`src/rtl/serial_adder_ctrl_pkg.sv`:
```
// Shared definitions for the bit-serial adder controller: FSM state
// encodings and the default operand width.
package serial_adder_ctrl_pkg;

  localparam int DEFAULT_WIDTH = 8;

  typedef enum logic [1:0] {
    S_IDLE = 2'd0,
    S_RUN  = 2'd1,
    S_DONE = 2'd2
  } ctrlState_e;

endpackage

```
`src/rtl/full_adder_cell.sv`:
```
// Single-bit full adder shared by the serial datapath. Purely combinational.
module full_adder_cell (
  input  logic a,
  input  logic b,
  input  logic cin,
  output logic s,
  output logic co
);

  // Sum and carry of one bit position.
  always_comb begin
    s  = a ^ b ^ cin;
    co = (a & b) | (a & cin) | (b & cin);
  end

endmodule

```
`src/rtl/serial_adder_ctrl.sv`:
```
// Bit-serial add/subtract controller. One full-adder cell is stepped over
// the operands LSB first, one bit per clock, with the carry held in a flop.
// Results are published only when the last bit has been computed.
module serial_adder_ctrl
  import serial_adder_ctrl_pkg::*;
#(
  parameter int WIDTH = DEFAULT_WIDTH
) (
  input  logic             clk,
  input  logic             rst,
  input  logic             start,
  input  logic             sub,
  input  logic [WIDTH-1:0] a,
  input  logic [WIDTH-1:0] b,
  input  logic             cin,
  output logic             busy,
  output logic             done,
  output logic [WIDTH-1:0] sum,
  output logic             cout,
  output logic             ovf
);

  localparam int CntW = (WIDTH > 1) ? $clog2(WIDTH) : 1;
  localparam logic [CntW-1:0] LastCnt = CntW'(WIDTH - 1);

  ctrlState_e       stateReg;
  ctrlState_e       stateNext;
  logic [WIDTH-1:0] aShReg;
  logic [WIDTH-1:0] bShReg;
  logic [WIDTH-1:0] rShReg;
  logic [WIDTH-1:0] sumReg;
  logic [CntW-1:0]  bitCntReg;
  logic             carryReg;
  logic             coutReg;
  logic             ovfReg;

  logic [WIDTH-1:0] bLoad;
  logic             cellS;
  logic             cellCo;
  logic             lastBit;

  // Subtraction feeds the one's complement of B; the forced carry-in of 1
  // completes the two's complement.
  genvar gi;
  generate
    for (gi = 0; gi < WIDTH; gi++) begin : gBInv
      assign bLoad[gi] = b[gi] ^ sub;
    end
  endgenerate

  full_adder_cell uCell (
    .a   (aShReg[0]),
    .b   (bShReg[0]),
    .cin (carryReg),
    .s   (cellS),
    .co  (cellCo)
  );

  assign lastBit = (bitCntReg == LastCnt);

  // State register.
  always_ff @(posedge clk) begin
    if (rst) begin
      stateReg <= S_IDLE;
    end else begin
      stateReg <= stateNext;
    end
  end

  // Next-state logic and status outputs decoded from the current state.
  always_comb begin
    stateNext = stateReg;
    busy      = 1'b0;
    done      = 1'b0;
    case (stateReg)
      S_IDLE: begin
        if (start) begin
          stateNext = S_RUN;
        end
      end
      S_RUN: begin
        busy = 1'b1;
        if (lastBit) begin
          stateNext = S_DONE;
        end
      end
      S_DONE: begin
        done      = 1'b1;
        stateNext = S_IDLE;
      end
      default: begin
        stateNext = S_IDLE;
      end
    endcase
  end

  // Datapath: operand capture, per-bit shift/carry update, and result
  // publication on the final bit only, so partial sums never reach outputs.
  always_ff @(posedge clk) begin
    if (rst) begin
      aShReg    <= '0;
      bShReg    <= '0;
      rShReg    <= '0;
      sumReg    <= '0;
      bitCntReg <= '0;
      carryReg  <= 1'b0;
      coutReg   <= 1'b0;
      ovfReg    <= 1'b0;
    end else begin
      case (stateReg)
        S_IDLE: begin
          if (start) begin
            aShReg    <= a;
            bShReg    <= bLoad;
            carryReg  <= sub ? 1'b1 : cin;
            bitCntReg <= '0;
          end
        end
        S_RUN: begin
          rShReg   <= {cellS, rShReg[WIDTH-1:1]};
          aShReg   <= {1'b0, aShReg[WIDTH-1:1]};
          bShReg   <= {1'b0, bShReg[WIDTH-1:1]};
          carryReg <= cellCo;
          if (lastBit) begin
            // carryReg here is the carry into the MSB.
            sumReg  <= {cellS, rShReg[WIDTH-1:1]};
            coutReg <= cellCo;
            ovfReg  <= carryReg ^ cellCo;
          end else begin
            bitCntReg <= bitCntReg + CntW'(1);
          end
        end
        default: begin
        end
      endcase
    end
  end

  assign sum  = sumReg;
  assign cout = coutReg;
  assign ovf  = ovfReg;

endmodule
```
`config.mk`:
```
export PLATFORM = sky130hd
export DESIGN_NAME = serial_adder_ctrl
export DESIGN_NICKNAME = d
export VERILOG_FILES = /design/src/rtl/serial_adder_ctrl_pkg.sv /design/src/rtl/full_adder_cell.sv /design/src/rtl/serial_adder_ctrl.sv
export SDC_FILE = /design/constraint.sdc
export NUM_CORES = 1
export LEC_CHECK = 0
export ABC_AREA = 0
export BUFFER_PORTS_ARGS = -buffer_cell sky130_fd_sc_hd__buf_4
export CORE_MARGIN = 2
export CORE_UTILIZATION = 50
export CTS_CLUSTER_DIAMETER = 100
export DETAILED_ROUTE_END_ITERATION = 6
export PLACE_DENSITY = 0.74
export SLEW_MARGIN = 10
export SYNTH_ARGS = -nofsm -noshare
export SYNTH_HDL_FRONTEND = slang
export SYNTH_SLANG_ARGS = --single-unit
```
`constraint.sdc`:
```
create_clock -name clk -period 1.6 [get_ports clk]
set_input_delay 0.48 -clock clk [delete_from_list [all_inputs] [get_ports clk]]
set_output_delay 0.48 -clock clk [all_outputs]
set_load 0.05 [all_outputs]
```
* Word level (Yosys, flattened, before mapping)
Index checks and enable logic that the tools add are counted.
W data, S select, Z words.
** Storage, ports and cells
- Flip-flop bits (word level) :: 40
- Input port bits :: 21
- Output and inout bits :: 12
- Word-level logic and storage cells :: 53
** Cells by class
- Add/sub/neg operators :: 1
- Eq/ne operators :: 6
- Mux-type cells :: 15
- Bitwise operators :: 16
- Reductions and logical operators :: 6
** Operator list (number)
- $pmux W8 S2 :: 2
- $mux W8 :: 2
- $xor A1 B1 Y1 :: 11
- $mux W3 :: 2
- $ne A2 B2 Y1 const B :: 3
- $pmux W3 S2 :: 1
- $reduce_and A2 Y1 :: 3
- $mux W1 :: 4
- $mux W2 :: 2
- $pmux W2 S2 :: 1
- $add A3 B1 Y3 const B :: 1
- $and A1 B1 Y1 :: 3
- $eq A3 B3 Y1 const B :: 1
- $reduce_and A3 Y1 :: 1
- $eq A2 B1 Y1 const B :: 1
- $eq A2 B2 Y1 const B :: 1
- $logic_not A2 Y1 :: 1
- $or A1 B1 Y1 :: 2
- $pmux W1 S2 :: 1
- $reduce_bool A2 Y1 :: 1

* Depth between registers and ports, before layout
Gate-level depths: netlist of the first run.
- Word-level depth :: 4
- Depth in mapped cells :: 6

* By module
A second synthesis of the first run with hierarchy kept.
** Unflattened totals
- Cell total of the unflattened synthesis :: 194
- Area, all modules :: 1727.9 µm²
** Modules (own cells, without submodules)
- serial_adder_ctrl :: times used 1, cells an instance 193, area each 1707.9 µm²
- full_adder_cell :: times used 1, cells an instance 1, area each 20.0 µm²

* Worst setup path before layout of the first run
OpenSTA, ideal clock, no wires.
- Path type :: reg-to-output
- From :: register stateReg[1]
- To :: output done
- Arrival :: 1.145 ns
- Setup slack :: -0.025 ns
- Cell stages (with the launch flop) :: 3
- Path buffers :: 1
- Path through :: dfxtp_1 > buf_6 > nor2b_1
** Between the ends
- Cells in the longest elaborated chain, start to end :: 2
** RTL lines
- from (decl) :: line serial_adder_ctrl.sv:26 : ctrlState_e stateReg;
- from (signal assigned) :: line serial_adder_ctrl.sv:66 : stateReg <= stateNext;
- $eq A2 B2 Y1 :: line serial_adder_ctrl.sv:75 : case (stateReg)
- $mux W1 :: line serial_adder_ctrl.sv:75
- to (decl) :: line serial_adder_ctrl.sv:17 : output logic done,
No other way between the ends.

* Final worst setup path of the first run
- From :: register stateReg[0]
- To :: output done
Same word-level chain as after synthesis.

==> flow_metrics.py, run 1 <==
metrics = {
    "outcome": {
        "status": "completed",
    },
    "timing": {
        "fmax_mhz": 628,
        "hold_viol_final": 0,
        "fin_crit_sh_pct": 99.5,
        "drv_slew": 0,
        "fin_ws_ps": 8.25,
        "max_slew_margin_pct": 75.7,
        "tns_ps": 0,
        "fin_crit_ps": 1590,
        "fin_worst_skew_ps": 12.2,
        "tightest_slew_ps": 363,
        "final-setup-viol-count": 0,
        "rsz0062_at_grt": "yes",
    },
    "setup_path": {
        "cp_top_family": "flip-flops",
        "worstPathCellList": "buf_6, nor2b_4, buf_6",
        "end_kind": "output port",
        "reg2reg_depth": 5,
        "crit_cells": 3,
        "crit_slowest_cell": "dfxtp_2",
        "path_buf_inv": 2,
        "cp.required_ps": 1120,
        "reg2reg_slack_ps": 170,
        "cp.arrival_ps": 1110,
        "worstSetupStartpoint": "stateReg[0]",
        "r2r-start": "stateReg[1]",
        "worstPathMaxFanout": 9,
        "r2r-end": "bShReg[2]",
        "worst_path_most_repeated_cell": "buf_6",
        "crit_type": "register to output port",
        "crit_end": "done",
        "startpoint_type": "register",
        "cpPeakStageDelay_ps": 360,
    },
    "route": {
        "wl_per_cell_um": 11.5,
        "routed_wl_um": 3180,
        "drt_iter0_drc": 60,
        "via_count": 1411,
        "firstDrtPassIters": 4,
        "drc": 0,
        "ant_nets": 0,
        "vias_per_cell": 5.09,
    },
    "clock_tree": {
        "clock_path_buffers": 2,
        "cts_buffers": 5,
        "cts.sinks": 39,
        "hold_buffers": 0,
        "insertion_delay_ps": 350,
        "cts_tree": "yes",
        "root_buffer": "clkbuf_4",
        "clk_pin_slew_ps": 120,
        "htree_num_levels": 2,
    },
    "logic_synthesis": {
        "mappedNetlistArea_sq_um": 1710,
        "synth_compound_area_share_pct": 21.0,
        "synth_seq_area_share_pct": 45.6,
        "synth_cell_types": 32,
        "synth_edf_count": 0,
        "async_reset_ff_share_pct": 0,
        "ys_ff_latch": 39,
        "synth_xor_area_share_pct": 4.60,
        "synth-warning-count": 0,
        "synth_top_family_by_area": "compound AO/OA/AOI/OAI gates",
        "synth-adder-area-share_pct": 2.63,
        "synth_mux_area_share_pct": 0,
        "syn_inst": 193,
        "yosys-top-cells-count": "nand2_1 (43), dfxtp_1 (39), a21oi_1 (26)",
        "yosysTopAreaCellShare_pct": 45.6,
        "synthSimpleGateAreaFrac_pct": 20.5,
        "syn_avg_cell_area_sq_um": 8.88,
        "netlist_top_cells_area": "dfxtp_1 (46%), nand2_1 (9.4%), a21oi_1 (7.6%)",
        "synth_ff_type": "dfxtp_1",
        "synth.most_common_cell": "nand2_1",
        "synth_area_leader_cell": "dfxtp_1",
        "syn_nets": 217,
    },
    "flow_run": {
        "drv_cap": 0,
    },
    "place": {
        "hpwl_um": 2310,
        "post-place-ws_ps": 165,
        "gp_congestion": 0.777,
        "portBuffers": 32,
    },
    "global_route": {
        "grt_pass1_wl_um": 5650,
        "overflow": 0,
        "grt_max_degree": 19,
        "antenna_found_initial": 0,
        "grt_usage_pct": 17.8,
        "grt_pass1_vias": 1360,
    },
    "layout": {
        "ff_latch_area_sq_um": 783,
        "layout-drive-gt1-share_pct": 28.6,
        "fillCellCount": 320,
        "area_growth_syn_to_layout_pct": 21.8,
        "multi_input_area_sq_um": 850,
        "antennaDiodeCount": 0,
        "nNetsFinal": 254,
    },
    "power": {
        "combPwrFrac_pct": 16.4,
        "p_switching_uw": 505,
        "ir_worst_vdd_mv": 0.500,
        "p_sw_share_pct": 27.5,
        "leakage_uw": 0.000826,
        "power_density_nw_per_um2": 881,
        "p_seq_share_pct": 57.2,
        "internal-power_uw": 1330,
        "power_uw": 1840,
        "power_frac_clock_pct": 26.4,
    },
    "die": {
        "die_width_um": 62.5,
        "core_area_sq_um": 3310,
        "start_util_pct": 51.7,
        "rows": 21,
        "io_pins": 33,
        "die_area_sq_um": 3910,
        "fp.dieH_um": 62.5,
    },
    "min_path": {
        "holdPathStages": 3,
        "hp-class": "input pin to register",
    },
}
state kept, by name, indices dropped and copies added, names as in the netlist:
signal / count
aShReg: 8
ovf: 1
bitCntReg: 3
carryReg: 1
stateReg: 2
bShReg: 8
sum: 8
cout: 1
rShReg: 7
worst min-delay path, cell delays in order:
cell and delay [ps]:
buf_4 80, a22oi_1 50, nor2_1 70
what timing repair did:
action | CTS | global route
cloned | 0 | 0
setup endpoints to repair | 2 | 5
gates resized for setup | 8 | 2
buffers inserted | 2 | 0
hold endpoints to repair | 0 | 0
pin swaps | 0 | 0
power groups by stage:
stage | Sequential (uW) | Combinational [uW] | Clock, uW
4_1_cts | 1050 | 303 | 504
3_3_place_gp | 1070 | 290 | 0
6_report | 1050 | 302 | 486
5_1_grt | 1060 | 337 | 540
3_5_place_dp | 1070 | 293 | 0
2_1_floorplan | 1060 | 218 | 0
cells by family (layout without fill, tap and decap cells):
kind of cell,count (synthesis),in the layout
buf+inv,14,52
simple gates,79,79
compound gates,49,49
xor+xnor,9,9
flops,39,39
fa+ha+maj,3,3
through the flow:
stage	cell area (sq um)	instances	hold WS (ps)	util (%)
2_1_floorplan	1720	193	432	-
3_3_place_gp	1980	267	441	59.9
3_5_place_dp	1980	267	447	59.9
4_1_cts	2080	277	364	62.8
5_1_grt	2090	277	383	63.0
6_report	2090	277	376	63.0
final cells by class:
class                      instances  share of cell area (%)
clock buffer                       6                    1.98
clock inverter                     2                   0.600
inverter                           2                   0.360
multi-input combinational        140                    40.7
sequential                        39                    37.6
tap                               46                    2.76
timing repair buffer              42                    16.0
layer usage:
layer / GRT usage [%] / up-vias / wire length (um) / part of all wire [%]
met1: 21.7 / 646 / 1480 / 47
met2: 29.3 / 34 / 1510 / 47
met3: 4.68 / 5 / 139 / 4.4
met4: 8.06 / 0 / 48 / 1.5
li1: - / 726 / - / -
met5: 0 / - / 0 / 0
placed cells by master, fill, tap and decap left out, drive strengths merged:
cell / instances
inv: 2
dfxtp: 39
nor3b: 1
buf: 42
o31ai: 1
xnor2: 8
a211oi: 8
o21bai: 1
o21ai: 3
clkbuf: 6
nor2b: 2
nor4b: 1
nand3: 1
a21oi: 26
nand2b: 5
a2111oi: 7
nand3b: 1
ha: 2
nand2: 43
clkinvlp: 1
nor2: 24
xor2: 1
o21ba: 1
fa: 1
and3b: 1
clkinv: 1
a22oi: 2
worst min-delay path by stage:
stage	from	end	slack, ps
final	a[7]	aShReg[7]	380
after global routing	a[7]	aShReg[7]	380
after global placement	bShReg[7]	bShReg[7]	440
after floorplan	rShReg[1]	sum[0]	430
after CTS	a[7]	aShReg[7]	360
after detailed placement	sum[4]	sum[4]	450
Power figures use the tool's default switching activity.
==> inputs of run 2 (changes only) <==
==> constraint.sdc (replaced) <==
create_clock -name clk -period 1.5 [get_ports clk]
set_input_delay 0.45 -clock clk [delete_from_list [all_inputs] [get_ports clk]]
set_output_delay 0.45 -clock clk [all_outputs]
set_load 0.05 [all_outputs]
==> flow_metrics.py, run 2 (synthesized netlist as in run 1, its figures left out) <==
metrics = {
    "timing": {
        "fmax_mhz": 639,
        "fin_crit_sh_pct": 104,
        "rsz0062_at_grt": "yes",
        "hold_viol_final": 0,
        "fin_ws_ps": -63.9,
        "final-setup-viol-count": 2,
        "tightest_slew_ps": 356,
        "drv_slew": 0,
        "max_slew_margin_pct": 76.2,
        "fin_crit_ps": 1560,
        "fin_hold_ws_ps": 325,
        "fin_worst_skew_ps": 10.6,
    },
    "place": {
        "gp_congestion": 0.748,
        "portBuffers": 32,
        "post-place-ws_ps": 74.6,
        "hpwl_um": 2230,
    },
    "route": {
        "drc": 0,
        "routed_wl_um": 3450,
        "drt_iter0_drc": 77,
        "ant_nets": 0,
        "vias_per_cell": 5.05,
        "firstDrtPassIters": 4,
        "via_count": 1433,
        "wl_per_cell_um": 12.2,
    },
    "die": {
        "die_width_um": 62.5,
        "start_util_pct": 51.7,
        "rows": 21,
        "io_pins": 33,
        "fp.dieH_um": 62.5,
        "die_area_sq_um": 3910,
        "core_area_sq_um": 3310,
    },
    "outcome": {
        "status": "complete, but fails checks",
        "violations": "negative setup slack",
    },
    "layout": {
        "layout-drive-gt1-share_pct": 31.5,
        "nNetsFinal": 261,
        "layout_commonest_cell": "buf_4",
        "antennaDiodeCount": 0,
        "layout_common_cells": "buf_4 (46), nand2_1 (43), dfxtp_1 (37)",
        "fillCellCount": 298,
        "area_growth_syn_to_layout_pct": 27.2,
    },
    "global_route": {
        "overflow": 0,
        "grt_pass1_wl_um": 5920,
        "grt_usage_pct": 19.1,
        "grt_max_degree": 21,
        "grt_pass1_vias": 1329,
        "antenna_found_initial": 0,
    },
    "clock_tree": {
        "root_buffer": "clkbuf_4",
        "clock_path_buffers": 2,
        "cts_tree": "yes",
        "insertion_delay_ps": 360,
        "clk_pin_slew_ps": 120,
        "hold_buffers": 0,
        "cts.sinks": 39,
        "cts_buffers": 5,
        "htree_num_levels": 2,
    },
    "setup_path": {
        "cpPeakStageDelay_ps": 390,
        "cp.required_ps": 1050,
        "worstPathMaxFanout": 5,
        "crit_type": "register to output port",
        "cp_top_family": "flip-flops",
        "path_buf_inv": 2,
        "worst_path_most_repeated_cell": "buf_6",
        "cp.arrival_ps": 1110,
        "startpoint_type": "register",
        "end_kind": "output port",
        "crit_slowest_cell": "dfxtp_4",
        "worstPathCellList": "buf_6, nor2b_4, buf_6",
    },
    "flow_run": {
        "drv_cap": 0,
    },
    "power": {
        "power_density_nw_per_um2": 1020,
        "ir_worst_vdd_mv": 0.600,
        "leakage_uw": 0.000880,
    },
    "min_path": {
        "hp-class": "input pin to register",
    },
}
run 2: changes by cell type in the layout (fill, tap and decap cells not counted), sizes merged:
cell and delta:
buf +7, bufinv +1, clkinvlp -1
run 2: final timing paths:
kind | to | from | slack, ps | cells past startpoint
setup / recovery | done | stateReg[0] | -60 | 3
hold / removal | aShReg[7] | a[7] | 330 | 3
setup reg to reg | ovf | bitCntReg[0] | 120 | 5
hold reg to reg | sum[1] | sum[1] | 460 | 2
run 2: area by class of cell:
class	instances	area, sq um	area share (%)
clock inverter	2	35.0	1.61
sequential	39	788	36.2
tap	46	57.6	2.64
timing repair buffer	49	383	17.6
clock buffer	6	51.3	2.35
inverter	2	10.0	0.459
multi-input combinational	140	855	39.2
run 2: routing by layer:
metal	wire, um	part of all wire, %	up-vias	track usage, %
met5	0	0	-	0
met4	70	2.0	0	10.0
met3	175	5.1	7	4.32
met2	1620	47	39	31.6
met1	1590	46	651	23.3
li1	-	-	736	-
run 2: what timing repair did:
action / CTS / global route
buffers inserted: 5 / 3
pin swaps: 0 / 1
resized for setup: 10 / 4
endpoints found under the setup margin: 3 / 10
run 2: power by group:
part	switching [uW]	internal (uW)
registers	33.7	1090
logic	178	169
clock network	360	394
total	571	1650
run 2: worst register-to-register path: cells and delay by family (launching register included):
| family | cells | cell delay (ps) |
|---|---|---|
| AND/OR/NAND/NOR | 2 | 390 |
| flip-flops | 1 | 360 |
| adder cells (fa/ha/maj) | 2 | 360 |
| AO/OA/AOI/OAI | 1 | 190 |
run 2: metrics by stage:
| stage | utilization [%] | power, uW | area, sq um | std cells | setup TNS [ps] |
|---|---|---|---|---|---|
| detailed placement | 60.1 | 1460 | 1990 | 268 | 0 |
| CTS | 64.8 | 2220 | 2140 | 281 | -115 |
| global placement | 60.1 | 1460 | 1990 | 268 | 0 |
| floorplan | - | 1370 | 1720 | 193 | 0 |
| global route | 65.8 | 2330 | 2180 | 284 | -148 |
| finish | 65.8 | 2220 | 2180 | 284 | -88.1 |
==> inputs of run 3 (changes only) <==
--- a/config.mk
+++ b/config.mk
@@ -15,4 +15,5 @@
 export SLEW_MARGIN = 10
 export SYNTH_ARGS = -nofsm -noshare
 export SYNTH_HDL_FRONTEND = slang
+export SYNTH_HIERARCHICAL = 1
 export SYNTH_SLANG_ARGS = --single-unit
==> flow_metrics.py, run 3 <==
metrics = {
    "timing": {
        "drv_slew": 0,
        "hold_viol_final": 0,
        "final-setup-viol-count": 2,
        "tightest_slew_ps": 455,
        "tns_ps": -69.0,
        "rsz0062_at_grt": "yes",
        "max_slew_margin_pct": 69.7,
        "fin_crit_sh_pct": 103,
        "fin_worst_skew_ps": 6.72,
        "fin_crit_ps": 1550,
        "fin_ws_ps": -48.6,
        "fin_hold_ws_ps": 364,
        "fmax_mhz": 646,
    },
    "logic_synthesis": {
        "yosysTopAreaCellShare_pct": 45.2,
        "mappedNetlistArea_sq_um": 1730,
        "syn_avg_cell_area_sq_um": 8.91,
        "netlist_top_cells_area": "dfxtp_1 (45%), nand2_1 (7.6%), a2111oi_2 (7.0%)",
        "synth_edf_count": 0,
        "syn_inst": 194,
        "ys_ff_latch": 39,
        "synth_ff_type": "dfxtp_1",
        "yosys-top-cells-count": "dfxtp_1 (39), nand2_1 (35), nor2_1 (26)",
        "synth.most_common_cell": "dfxtp_1",
        "synth-warning-count": 6,
        "synth_seq_area_share_pct": 45.2,
        "syn_nets": 218,
        "synth_cell_types": 30,
        "async_reset_ff_share_pct": 0,
        "synth_area_leader_cell": "dfxtp_1",
    },
    "setup_path": {
        "crit_type": "register to output port",
        "worstPathMaxFanout": 2,
        "cp.arrival_ps": 1100,
        "startpoint_type": "register",
        "end_kind": "output port",
        "worstPathCellList": "buf_12, nor2b_4, buf_6",
        "cp.required_ps": 1050,
        "crit_slowest_cell": "dfxtp_4",
        "cpPeakStageDelay_ps": 380,
    },
    "die": {
        "fp.dieH_um": 62.8,
        "core_area_sq_um": 3340,
        "die_width_um": 62.8,
        "start_util_pct": 51.8,
        "rows": 21,
        "io_pins": 33,
        "die_area_sq_um": 3940,
    },
    "global_route": {
        "use_met3_pct": 6.31,
        "grt_busiest_layer": "met2",
        "grt_pass1_wl_um": 6070,
        "grt_pass1_vias": 1413,
        "use_met2_pct": 31.0,
        "use_met1_pct": 24.2,
        "grt_max_degree": 40,
        "antenna_found_initial": 0,
        "overflow": 0,
        "grt_usage_pct": 19.1,
    },
    "clock_tree": {
        "clk_pin_slew_ps": 120,
        "cts_tree": "yes",
        "hold_buffers": 0,
        "clock_path_buffers": 2,
        "insertion_delay_ps": 350,
        "htree_num_levels": 2,
        "cts_buffers": 5,
        "root_buffer": "clkbuf_4",
        "cts.sinks": 39,
    },
    "route": {
        "firstDrtPassIters": 4,
        "wl_per_cell_um": 12.0,
        "drt_iter0_drc": 52,
        "ant_nets": 0,
        "via_count": 1452,
        "routed_wl_um": 3370,
        "drc": 0,
        "vias_per_cell": 5.17,
    },
    "layout": {
        "final_area_sq_um": 2210,
        "fillCellCount": 289,
        "layout_commonest_cell": "buf_4",
        "multi_input_area_sq_um": 883,
        "nNetsFinal": 258,
        "area_growth_syn_to_layout_pct": 27.9,
        "ff_latch_area_sq_um": 793,
        "layout_common_cells": "buf_4 (43), nand2_1 (35), dfxtp_1 (35)",
        "antennaDiodeCount": 0,
        "layout-drive-gt1-share_pct": 32.3,
    },
    "place": {
        "gp_congestion": 0.698,
        "portBuffers": 32,
        "placedInstanceArea_sq_um": 2030,
        "post-place-ws_ps": 63.6,
        "hpwl_um": 2250,
    },
    "power": {
        "leakage_uw": 0.000877,
        "ir_worst_vdd_mv": 0.710,
        "power_uw": 2130,
        "power_density_nw_per_um2": 964,
    },
    "flow_run": {
        "drv_cap": 0,
    },
    "min_path": {
        "hp-class": "input pin to register",
    },
    "outcome": {
        "status": "complete, but fails checks",
        "violations": "negative setup slack",
    },
}
[run 3: worst paths after layout]
kind / startpoint / endpoint / slack (ps) / cells after the start
setup / recovery: stateReg[0] / done / -50 / 3
hold / removal: a[7] / aShReg[7] / 360 / 3
setup reg to reg: stateReg[0] / bShReg[1] / 140 / 5
hold reg to reg: rShReg[1] / sum[0] / 460 / 2
[run 3: cell type report]
cell class              count  share of cell area (%)
clock buffers               5                    1.70
clock inverters             3                    1.98
inverters                   3                   0.623
multi-input cells         138                    40.0
flip-flops and latches     39                    35.9
well taps                  46                    2.60
repair buffers             47                    17.2
[run 3: what timing repair did]
action	in CTS	in global routing
cloned	0	0
buffers inserted	3	1
endpoints found under the setup margin	2	6
resized for setup	12	8
[run 3: logic make-up after synthesis]
group | after synthesis | synth area share [%]
flops | 39 | 45.2
compound gates | 44 | 19.6
fa+ha+maj | 3 | 2.61
mux | 8 | 4.63
buf+inv | 17 | 5.07
xor+xnor | 9 | 4.56
simple gates | 74 | 18.4
[run 3: critical path, delay by kind of cell, from the launching register on]
family | cells | cell delay, ps
buf+inv | 2 | 280
simple gates | 1 | 100
flops | 1 | 380
[run 3: through the flow]
stage                     util (%)  std cells
final                         66.2        281
after global placement        61.0        269
after CTS                     65.3        280
after global routing          66.2        281
after detailed placement      61.0        269
after floorplan                  -        194
[run 3: routing by layer]
metal / up-vias / wire length [um]
li1: 748 / -
met2: 28 / 1540
met1: 674 / 1670
met3: 2 / 151
met5: - / 0
met4: 0 / 12
[run 3: power by group]
group	switching, uW	internal [uW]
registers	31.7	1080
clock network	360	351
logic	155	151
total	546	1580
